==> src/rtl/ball_motion_sched.sv <==
// ball_motion_sched: per-frame ball motion sequencer. Detects new key presses in
// the four USB keycode slots, arbitrates them round-robin, queues direction
// commands, and applies them with hold time and edge-bounce priority.
// Optional feature macro: BALL_ACCEL_EN (repeated same-direction pops grow the step).
module ball_motion_sched #(
`ifdef BALL_ACCEL_EN
  parameter int unsigned MAX_STEP      = 4,
`endif
  parameter int unsigned STEP          = 1,
  parameter int unsigned HOLD_FRAMES   = 8,
  parameter int unsigned BOUNCE_FRAMES = 4,
  parameter int unsigned FIFO_DEPTH    = 4,
  parameter int unsigned X_MIN         = 0,
  parameter int unsigned X_MAX         = 639,
  parameter int unsigned Y_MIN         = 0,
  parameter int unsigned Y_MAX         = 479
) (
  input  logic        frame_clk,
  input  logic        Reset,
  input  logic [31:0] keycodes,
  input  logic [9:0]  BallX,
  input  logic [9:0]  BallY,
  input  logic [9:0]  BallS,
  output logic [9:0]  MotionX,
  output logic [9:0]  MotionY,
  output logic        Paused,
  output logic [2:0]  QCount,
  output logic        Dropped
);

  localparam int unsigned MW = 10;
  localparam int unsigned PW = $clog2(FIFO_DEPTH);
  localparam int unsigned CW = $clog2(FIFO_DEPTH + 1);
  localparam int unsigned HW = $clog2(HOLD_FRAMES + 1);
  localparam int unsigned BW = $clog2(BOUNCE_FRAMES + 1);

  localparam logic [MW-1:0] STEP_V = MW'(STEP);

  localparam logic [7:0] KEY_W  = 8'h1A;
  localparam logic [7:0] KEY_S  = 8'h16;
  localparam logic [7:0] KEY_A  = 8'h04;
  localparam logic [7:0] KEY_D  = 8'h07;
  localparam logic [7:0] KEY_SP = 8'h2C;

  localparam logic [1:0] DIR_W = 2'd0;
  localparam logic [1:0] DIR_S = 2'd1;
  localparam logic [1:0] DIR_A = 2'd2;
  localparam logic [1:0] DIR_D = 2'd3;

  localparam logic [1:0] ST_RUN    = 2'd0;
  localparam logic [1:0] ST_BOUNCE = 2'd1;
  localparam logic [1:0] ST_PAUSE  = 2'd2;

  function automatic logic key_ok(input logic [7:0] k);
    return (k == KEY_W) || (k == KEY_S) || (k == KEY_A) || (k == KEY_D) || (k == KEY_SP);
  endfunction

  function automatic logic is_new(input logic [7:0] k, input logic [31:0] prev);
    logic seen;
    seen = 1'b0;
    for (int j = 0; j < 4; j++) begin
      if (prev[8*j +: 8] == k) seen = 1'b1;
    end
    return key_ok(k) && !seen;
  endfunction

  // State
  logic [1:0]    state_q, state_d;
  logic [31:0]   prev_q;
  logic [3:0]    pend_q, pend_d;
  logic [1:0]    rr_q, rr_d;
  logic [MW-1:0] mx_q, mx_d, my_q, my_d;
  logic [MW-1:0] sx_q, sx_d, sy_q, sy_d;
  logic [HW-1:0] hold_q, hold_d;
  logic [BW-1:0] bnc_q, bnc_d;
  logic [1:0]    fifo_q [FIFO_DEPTH];
  logic [PW-1:0] wr_q, rd_q;
  logic [CW-1:0] cnt_q, cnt_d;
  logic          drop_q;

  // Combinational
  logic [3:0]    req_c, grant_c;
  logic          gnt_vld_c;
  logic [1:0]    gnt_idx_c, cand_c;
  logic [7:0]    gnt_key_c;
  logic          space_c, push_req_c, push_ok_c, drop_c, pop_c;
  logic [1:0]    push_dir_c, pop_dir_c;
  logic [MW-1:0] cur_step_c, neg_step_c, pop_step_c, pop_neg_c;
  logic [MW-1:0] ex_c, ey_c;
  logic          edge_c;
  logic [HW-1:0] hold_dec_c;

  // Press detection: new valid key, or an ungranted press whose slot is unchanged
  always_comb begin
    req_c = '0;
    for (int i = 0; i < 4; i++) begin
      req_c[i] = is_new(keycodes[8*i +: 8], prev_q) ||
                 (pend_q[i] && (keycodes[8*i +: 8] == prev_q[8*i +: 8]));
    end
  end

  // Round-robin arbiter: one grant per frame, searching from the slot after the last grant
  always_comb begin
    gnt_vld_c = 1'b0;
    gnt_idx_c = rr_q;
    cand_c    = rr_q;
    for (int k = 1; k <= 4; k++) begin
      cand_c = rr_q + 2'(k);
      if (!gnt_vld_c && req_c[cand_c]) begin
        gnt_vld_c = 1'b1;
        gnt_idx_c = cand_c;
      end
    end
    grant_c    = gnt_vld_c ? (4'b0001 << gnt_idx_c) : 4'b0000;
    gnt_key_c  = keycodes[{gnt_idx_c, 3'b000} +: 8];
    space_c    = gnt_vld_c && (gnt_key_c == KEY_SP);
    push_req_c = gnt_vld_c && !space_c;
    case (gnt_key_c)
      KEY_W:   push_dir_c = DIR_W;
      KEY_S:   push_dir_c = DIR_S;
      KEY_A:   push_dir_c = DIR_A;
      default: push_dir_c = DIR_D;
    endcase
    pend_d = req_c & ~grant_c;
    rr_d   = gnt_vld_c ? gnt_idx_c : rr_q;
  end

  assign pop_dir_c = fifo_q[rd_q];

`ifdef BALL_ACCEL_EN
  localparam logic [MW-1:0] MAX_V = MW'(MAX_STEP);
  logic [MW-1:0] step_q;
  logic [1:0]    last_dir_q;
  logic          last_vld_q;

  assign cur_step_c = step_q;

  // Same-direction pops accelerate up to MAX_STEP; a new direction restarts at STEP
  always_comb begin
    pop_step_c = STEP_V;
    if (last_vld_q && (last_dir_q == pop_dir_c)) begin
      pop_step_c = (step_q >= MAX_V) ? MAX_V : MW'(step_q + MW'(1));
    end
  end

  // Step and last-direction tracking, updated on each pop
  always_ff @(posedge frame_clk or posedge Reset) begin
    if (Reset) begin
      step_q     <= STEP_V;
      last_dir_q <= DIR_W;
      last_vld_q <= 1'b0;
    end else if (pop_c) begin
      step_q     <= pop_step_c;
      last_dir_q <= pop_dir_c;
      last_vld_q <= 1'b1;
    end
  end
`else
  assign cur_step_c = STEP_V;
  assign pop_step_c = STEP_V;
`endif

  assign neg_step_c = MW'(~cur_step_c + MW'(1));
  assign pop_neg_c  = MW'(~pop_step_c + MW'(1));
  assign hold_dec_c = (hold_q == '0) ? '0 : HW'(hold_q - HW'(1));

  // Edge detection with fixed priority bottom > top > right > left; only one axis changes
  always_comb begin
    ex_c   = mx_q;
    ey_c   = my_q;
    edge_c = 1'b1;
    if (({1'b0, BallY} + {1'b0, BallS}) >= 11'(Y_MAX))      ey_c = neg_step_c;
    else if ({1'b0, BallY} <= (11'(Y_MIN) + {1'b0, BallS})) ey_c = cur_step_c;
    else if (({1'b0, BallX} + {1'b0, BallS}) >= 11'(X_MAX)) ex_c = neg_step_c;
    else if ({1'b0, BallX} <= (11'(X_MIN) + {1'b0, BallS})) ex_c = cur_step_c;
    else                                                    edge_c = 1'b0;
  end

  // Next-state and motion decision for the frame
  always_comb begin
    state_d = state_q;
    mx_d    = mx_q;
    my_d    = my_q;
    sx_d    = sx_q;
    sy_d    = sy_q;
    hold_d  = hold_q;
    bnc_d   = bnc_q;
    pop_c   = 1'b0;
    case (state_q)
      ST_RUN: begin
        if (space_c) begin
          state_d = ST_PAUSE;
          sx_d = mx_q;
          sy_d = my_q;
          mx_d = '0;
          my_d = '0;
        end else if (edge_c) begin
          mx_d    = ex_c;
          my_d    = ey_c;
          bnc_d   = BW'(BOUNCE_FRAMES - 1);
          hold_d  = hold_dec_c;
          state_d = ST_BOUNCE;
        end else if ((cnt_q != '0) && (hold_q == '0)) begin
          pop_c  = 1'b1;
          hold_d = HW'(HOLD_FRAMES - 1);
          case (pop_dir_c)
            DIR_W:   begin mx_d = '0;         my_d = pop_neg_c;  end
            DIR_S:   begin mx_d = '0;         my_d = pop_step_c; end
            DIR_A:   begin mx_d = pop_neg_c;  my_d = '0;         end
            default: begin mx_d = pop_step_c; my_d = '0;         end
          endcase
        end else begin
          hold_d = hold_dec_c;
        end
      end
      ST_BOUNCE: begin
        if (space_c) begin
          state_d = ST_PAUSE;
          sx_d = mx_q;
          sy_d = my_q;
          mx_d = '0;
          my_d = '0;
        end else begin
          mx_d   = ex_c;
          my_d   = ey_c;
          hold_d = hold_dec_c;
          if (bnc_q == '0) state_d = ST_RUN;
          else             bnc_d   = BW'(bnc_q - BW'(1));
        end
      end
      ST_PAUSE: begin
        if (space_c) begin
          state_d = ST_RUN;
          mx_d = sx_q;
          my_d = sy_q;
        end
      end
      default: state_d = ST_RUN;
    endcase
  end

  // Queue bookkeeping: a pop frees a slot for a same-frame push
  always_comb begin
    push_ok_c = push_req_c && ((cnt_q != CW'(FIFO_DEPTH)) || pop_c);
    drop_c    = push_req_c && !push_ok_c;
    cnt_d     = cnt_q;
    if (push_ok_c && !pop_c)      cnt_d = CW'(cnt_q + CW'(1));
    else if (!push_ok_c && pop_c) cnt_d = CW'(cnt_q - CW'(1));
  end

  // Frame-rate state registers
  always_ff @(posedge frame_clk or posedge Reset) begin
    if (Reset) begin
      state_q <= ST_RUN;
      prev_q  <= '0;
      pend_q  <= '0;
      rr_q    <= '0;
      mx_q    <= STEP_V;
      my_q    <= '0;
      sx_q    <= '0;
      sy_q    <= '0;
      hold_q  <= '0;
      bnc_q   <= '0;
      wr_q    <= '0;
      rd_q    <= '0;
      cnt_q   <= '0;
      drop_q  <= 1'b0;
      for (int i = 0; i < int'(FIFO_DEPTH); i++) fifo_q[i] <= DIR_W;
    end else begin
      state_q <= state_d;
      prev_q  <= keycodes;
      pend_q  <= pend_d;
      rr_q    <= rr_d;
      mx_q    <= mx_d;
      my_q    <= my_d;
      sx_q    <= sx_d;
      sy_q    <= sy_d;
      hold_q  <= hold_d;
      bnc_q   <= bnc_d;
      cnt_q   <= cnt_d;
      drop_q  <= drop_c;
      if (push_ok_c) begin
        fifo_q[wr_q] <= push_dir_c;
        wr_q         <= PW'(wr_q + PW'(1));
      end
      if (pop_c) rd_q <= PW'(rd_q + PW'(1));
    end
  end

  assign MotionX = mx_q;
  assign MotionY = my_q;
  assign Paused  = (state_q == ST_PAUSE);
  assign QCount  = 3'(cnt_q);
  assign Dropped = drop_q;

endmodule

==> config.mk <==
export PLATFORM = sky130hd
export DESIGN_NAME = ball_motion_sched
export DESIGN_NICKNAME = d
export VERILOG_FILES = /design/src/rtl/ball_motion_sched.sv
export SDC_FILE = /design/constraint.sdc
export NUM_CORES = 1
export LEC_CHECK = 0
export BUFFER_PORTS_ARGS = -buffer_cell sky130_fd_sc_hd__buf_2
export CAP_MARGIN = 20
export CORE_MARGIN = 5
export CORE_UTILIZATION = 59
export DETAILED_ROUTE_END_ITERATION = 12
export GPL_ROUTABILITY_DRIVEN = 0
export PLACE_DENSITY_LB_ADDON = 0.3
export SLEW_MARGIN = 20
export SYNTH_ARGS = -nofsm -noshare
export SYNTH_HDL_FRONTEND = slang
export SYNTH_SLANG_ARGS = --single-unit
==> constraint.sdc <==
create_clock -name frame_clk -period 4.8 [get_ports frame_clk]
set_input_delay 0.96 -clock frame_clk [delete_from_list [all_inputs] [get_ports frame_clk]]
set_output_delay 0.96 -clock frame_clk [all_outputs]
set_load 0.01 [all_outputs]
### Yosys cells after proc, flatten, opt, wreduce, memory -nomap -nowiden

Index checks and enable logic that the tools add are counted.

* register bits after elaboration: 103
* input port bits: 64
* logic and storage cells: 255
* output and inout port bits: 25

* muxes and demuxes: 87
* order comparisons: 11
* bitwise logic cells: 4
* equality and inequality tests: 57
* add/subtract/negate cells: 11
* reduce and logical (&&, ||, !) cells: 65
* shifts and indexed selects: 2

Operators by type and width (number)
* equality test 8 bit: 20
* two-way mux 10 bit: 16
* equality test 8 x 5 -> 1 bit (second input constant): 10
* equality test 8 x 3 -> 1 bit (second input constant): 9
* one-hot mux 10 bit (3 select lines): 2
* equality test 8 x 6 -> 1 bit (second input constant): 5
* one-hot mux 10 bit (2 select lines): 2
* two-way mux 1 bit: 32
* indexed part select 32 x 6 -> 8 bit: 1
* two-way mux 2 bit: 12
* two-way mux 4 bit: 6
* adder 10 x 10 -> 11 bit: 2
* logical OR 1 bit: 21
* <= comparator 10 bit: 2
* logical AND 1 bit: 19
* two-way mux 3 bit: 6
* < comparator 2 x 3 -> 1 bit (second input constant): 4
* one-hot mux 2 bit (3 select lines): 2
* >= comparator 11 x 10 -> 1 bit (second input constant): 1
* >= comparator 11 x 9 -> 1 bit (second input constant): 1
* logical NOT 1 bit: 10
* != test 3 bit (second input constant): 3
* AND reduction 3 bit: 3
* binary-select mux 1 bit (select 2 bit): 4
* other kinds (29): 44

### Depth between registers and ports, before layout

* word-level depth: 31
* mapped depth: 21
* mapped depth without buffers: 20

### Worst setup path after synthesis

Ideal clock, no wire load.

* kind: input to register
* from: input port keycodes[26]
* to: register cnt_q[2], in the netlist QCount[2]
* buffers on the path: 2
* path slack: -0.078 ns
* library setup time: 0.079 ns
* stages: 20
* data required time: 4.721 ns
* arrival: 4.799 ns
* cell sequence: buf_4 inv_2 or3_1 a21oi_1 a21oi_1 o41a_1 nor3b_2 a211oi_4 mux2_2 mux2i_2 nand3b_2 or2_1 buf_6 nand3_1 ha_1 inv_1 fa_1 xor2_1 nor2_1 xor2_1

* cells in the longest elaborated chain, start to end: 30
* elaborated cells on any way between the ends: 59
* those cells by class: 11 x eq/ne; 1 x shift; 23 x mux; 24 x reduce/logical

RTL lines
* start: declaration: RTL line 20 `input logic [31:0] keycodes,`
* equality test 8 bit: RTL line 62 `if (prev[8*j +: 8] == k) seen = 1'b1;`
* two-way mux 1 bit (4 in series): RTL line 62
* logical NOT 1 bit: RTL line 64 `return key_ok(k) && !seen;`
* logical AND 1 bit: RTL line 64
* logical OR 1 bit: RTL line 97 `req_c[i] = is_new(keycodes[8*i +: 8], prev_q) ||`
* binary-select mux 1 bit (select 2 bit): RTL line 109 `if (!gnt_vld_c && req_c[cand_c]) begin`
* two-way mux 1 bit (not written as such): RTL line 109
* two-way mux 1 bit: RTL line 109
* (+11 left out)
* logical AND 1 bit: RTL line 116 `space_c = gnt_vld_c && (gnt_key_c == KEY_SP);`
* two-way mux 1 bit: RTL line 191 `if (space_c) begin`
* two-way mux 1 bit: RTL line 189 `case (state_q)`
* logical OR 1 bit: RTL line 244 `push_ok_c = push_req_c && ((cnt_q != CW'(FIFO_DEPTH)) || pop_c);`
* logical AND 1 bit: RTL line 244
* logical NOT 1 bit: RTL line 248 `else if (!push_ok_c && pop_c) cnt_d = CW'(cnt_q - CW'(1));`
* logical AND 1 bit: RTL line 248
* nonzero test 2 bit (no line)
* end signal: assignment: RTL line 280 `cnt_q <= cnt_d;`
* end: declaration: RTL line 78 `logic [CW-1:0] cnt_q, cnt_d;`

Parallel ways exist; a longest one is shown, timed or not. The select of a mux whose other input is x is not followed.
A chain may end at the register's enable or synchronous reset.

### Worst setup path in the final report

* from: input port keycodes[29]
* to: register cnt_q[2], in the netlist QCount[2]

Same word-level chain as after synthesis.

==> impl_metrics.yaml <==
status:
  status: "finished clean"
worst_setup_path:
  start_kind: "input pin"
  cp-end-kind: "register"
  max_stage_delay_ns: 0.46
  crit_required_ns: 5.08
  cp_common_cell: "xor2_1"
  cp_data_arrival_time_ns: 4.96
  timing.rr.start: "prev_q[25]$_DFF_PP0_"
  critical_path.top_delay_family: "compound AO/OA/AOI/OAI gates"
  crit_buf_inv: 3
  worstPathMaxFanout: 9
  path_cells: "buf_2 -> a2111oi_2 -> o2111ai_2 -> o41a_1 -> nor3b_4 -> a211oi_4 -> buf_6 -> mux2i_1 -> a21oi_1 -> a211o_1 -> or2_4 -> nand3_2 -> ha_2 -> inv_1 -> fa_1 -> xor2_1 -> nor2_1 -> xor2_1"
  path_class: "in2reg"
  critPathSlowestCell: "o41a_1"
  critPathLaunch: "keycodes[29]"
routing:
  routed_wl_um: 21150
  drtIter0Drc: 566
  drc: 0
  dr.pass1.iters: 5
  ant_nets: 0
  wl_per_cell_um: 18.11
  vias: 7001
  vias_per_cell: 5.994
power:
  p_leak_nw: 4.358
  powerDensity_nw_per_um2: 370.3
  ir_drop_mv: 0.4470
sta:
  hold_violations: 0
  worst_slew_pin_slew_ns: 1.073
  relSlewSlack: 0.2793
  holdWs_ns: 0.4894
  period_minus_slack_ns: 4.687
  fmax_ghz: 0.2134
  fin_setup_tns_ns: 0
  slew_viol_final: 0
  min_period_over_period: 0.9764
  finalSetupViolCount: 0
  finClkSkew_ns: 0.01039
placement:
  numPortBuffers: 88
  dp.final_hpwl_um: 15930
logic_synthesis:
  async_flop_share: 1.000
  syn_area_um2: 8029
  syn-instance-count: 856
  ys_seq_area_frac: 0.3212
  yosys_warnings: 0
  avgSynthCellArea_um2: 9.380
  synth-seq-cells: 103
  syn_nets: 974
  ys_types: 76
  synth-edff-count: 0
  ys.flop_type: "dfrtp_1"
clock_network:
  cts_buffers: 9
  cts_sinks: 103
  ctsHtreeMaxLevel: 3
  clkLatencyLatePin_ns: 0.36
  root_buffer: "clkbuf_16"
  clk_pin_slew_ns: 0.07
  clock_path_buffers: 2
  cts_tree: "yes"
grt:
  grt_start_max_net_pins: 79
  grt_use_total: 0.2654
  met2_usage: 0.4181
  grt_pass1_wl_um: 34680
  grt_use_met1: 0.3685
  grt_overflow: 0
  antenna_found_initial: 0
  first_global_vias: 6906
  met3_usage: 0.05212
  top_usage_layer: "met2"
hold_path:
  hold_class: "reg2reg"
  min_from: "sy_q[8]$_DFFE_PP0P_"
floorplanning:
  die_area_um2: 16040
  ios: 89
  rows: 42
  core_um2: 13300
  dieWidth_um: 126.7
  start_util: 0.6039
  die_height_um: 126.7
finish:
  fill_cells: 1040
  drive_gt1_frac: 0.2278
  n_antenna_cell: 0
  nets: 1105
  syn_to_final_growth_pct: 18.68
flow_run:
  drv_cap: 0
where the power goes:
group	switching, mW	leakage [nW]	internal [mW]	total (mW)
logic	0.738	2.91	0.700	1.44
registers	0.201	1.28	1.06	1.26
clock network	0.349	0.166	0.481	0.829
total	1.29	4.36	2.24	3.53
worst reg2reg max path, cell delays in order (launching register included):
cell and delay [ns]:
dfrtp_1 0.49, xor2_1 0.21, nor4_1 0.41, a211oi_2 0.14
a22oi_2 0.34, mux2i_1 0.19, a211oi_4 0.40, buf_6 0.18
mux2i_1 0.19, a21oi_1 0.08, a211o_1 0.33, or2_4 0.28
nand3_2 0.08, ha_2 0.18, inv_1 0.05, fa_1 0.37
xor2_1 0.17, nor2_1 0.11, xor2_1 0.16
through the flow:
step | total power, mW | util | cells | worst slack, ns | area (um2)
3_5_place_dp | 2.670 | 0.6829 | 1149 | -0.3499 | 9080
2_1_floorplan | 2.192 | - | 856 | 0.007304 | 8041
3_3_place_gp | 2.628 | 0.6829 | 1149 | -0.1355 | 9080
6_report | 3.528 | 0.7167 | 1168 | 0.1134 | 9529
4_1_cts | 3.507 | 0.7083 | 1165 | 0.02207 | 9417
5_1_grt | 3.748 | 0.7167 | 1168 | -0.03698 | 9529
flip-flops by register name (all words and copies together), names as in the netlist:
name,cells
Dropped,1
MotionX,10
MotionY,10
QCount,3
bnc_q,3
fifo_q,8
hold_q,4
pend_q,4
prev_q,32
rd_q,2
rr_q,2
state_q,2
sx_q,10
sy_q,10
wr_q,2
logic make-up after synthesis:
logic type | share of synthesized area
xor+xnor | 0.1571
mux | 0.07823
fa+ha+maj | 0.08696
compound gates | 0.1633
flops | 0.3212
simple gates | 0.1409
buf+inv | 0.05236
path summary, 6_finish.rpt:
check                                        end  slack, ns  cells after the start
hold reg to reg              sy_q[8]$_DFFE_PP0P_       0.49                      1
setup / recovery           QCount[2]$_DFFE_PP0P_       0.11                     18
setup reg to reg           QCount[2]$_DFFE_PP0P_       0.37                     18
max in group asynchronous    sy_q[0]$_DFFE_PP0P_       3.42                      3
hold / removal               sy_q[8]$_DFFE_PP0P_       0.49                      1
min in group asynchronous  fifo_q[5]$_DFFE_PP0P_       0.64                      2
synthesized netlist by cell type (12+ instances only):
cell type,number,area share
dfrtp_1,102,0.32
xnor2_1,91,0.099
a21oi_1,55,0.034
xor2_1,53,0.058
ha_1,51,0.079
inv_1,46,0.022
nand2_1,45,0.021
nor2_1,45,0.021
buf_2,27,0.017
nand4_1,25,0.019
o21ai_0,22,0.014
mux2_1,20,0.028
nor3_1,19,0.012
o31ai_1,18,0.017
nor4_1,17,0.013
mux2_2,16,0.022
mux2i_1,15,0.019
nand3_1,15,0.0093
nor2b_1,15,0.012
clkbuf_1,14,0.0065
a211o_1,12,0.013
layout make-up:
class                   count  area (um2)  area share
clock inverters             6       97.59     0.01024
flip-flops and latches    103        2579      0.2706
clock buffers              10       239.0     0.02508
multi-input cells         659        5111      0.5364
repair buffers            167        1104      0.1158
well taps                 176       220.2     0.02311
inverters                  47       178.9     0.01878
cells in the final DEF (no fill, tap or decap), types with 4 or more instances in the layout:
master,synthesis,layout
a211o_1,12,12
a211oi_1,7,5
a21oi_1,55,55
a31oi_1,4,4
and2_1,5,5
and3_1,4,4
buf_12,0,5
buf_2,27,88
buf_4,3,72
clkbuf_16,0,9
dfrtp_1,102,102
ha_1,51,50
inv_1,46,45
mux2_1,20,20
mux2_2,16,15
mux2i_1,15,15
nand2_1,45,45
nand2b_1,8,8
nand3_1,15,14
nand4_1,25,25
nor2_1,45,45
nor2b_1,15,15
nor3_1,19,19
nor4_1,17,15
o21a_1,4,4
o21ai_0,22,22
o21bai_1,7,7
o22a_1,10,10
o31ai_1,18,17
xnor2_1,91,91
xor2_1,53,53
per-layer routing:
layer  routed length (um)  up-vias
met3                 1512       55
met2                 9786      269
li1                     -     3306
met5                    0        -
met1                 9262     3371
met4                  591        0
what timing repair did:
item                       CTS  global route
buffers inserted             0             2
resized for setup            0            16
hold buffers                 0             0
setup endpoints to repair    0            15
Note: power is estimated with default switching activity, not from simulation.
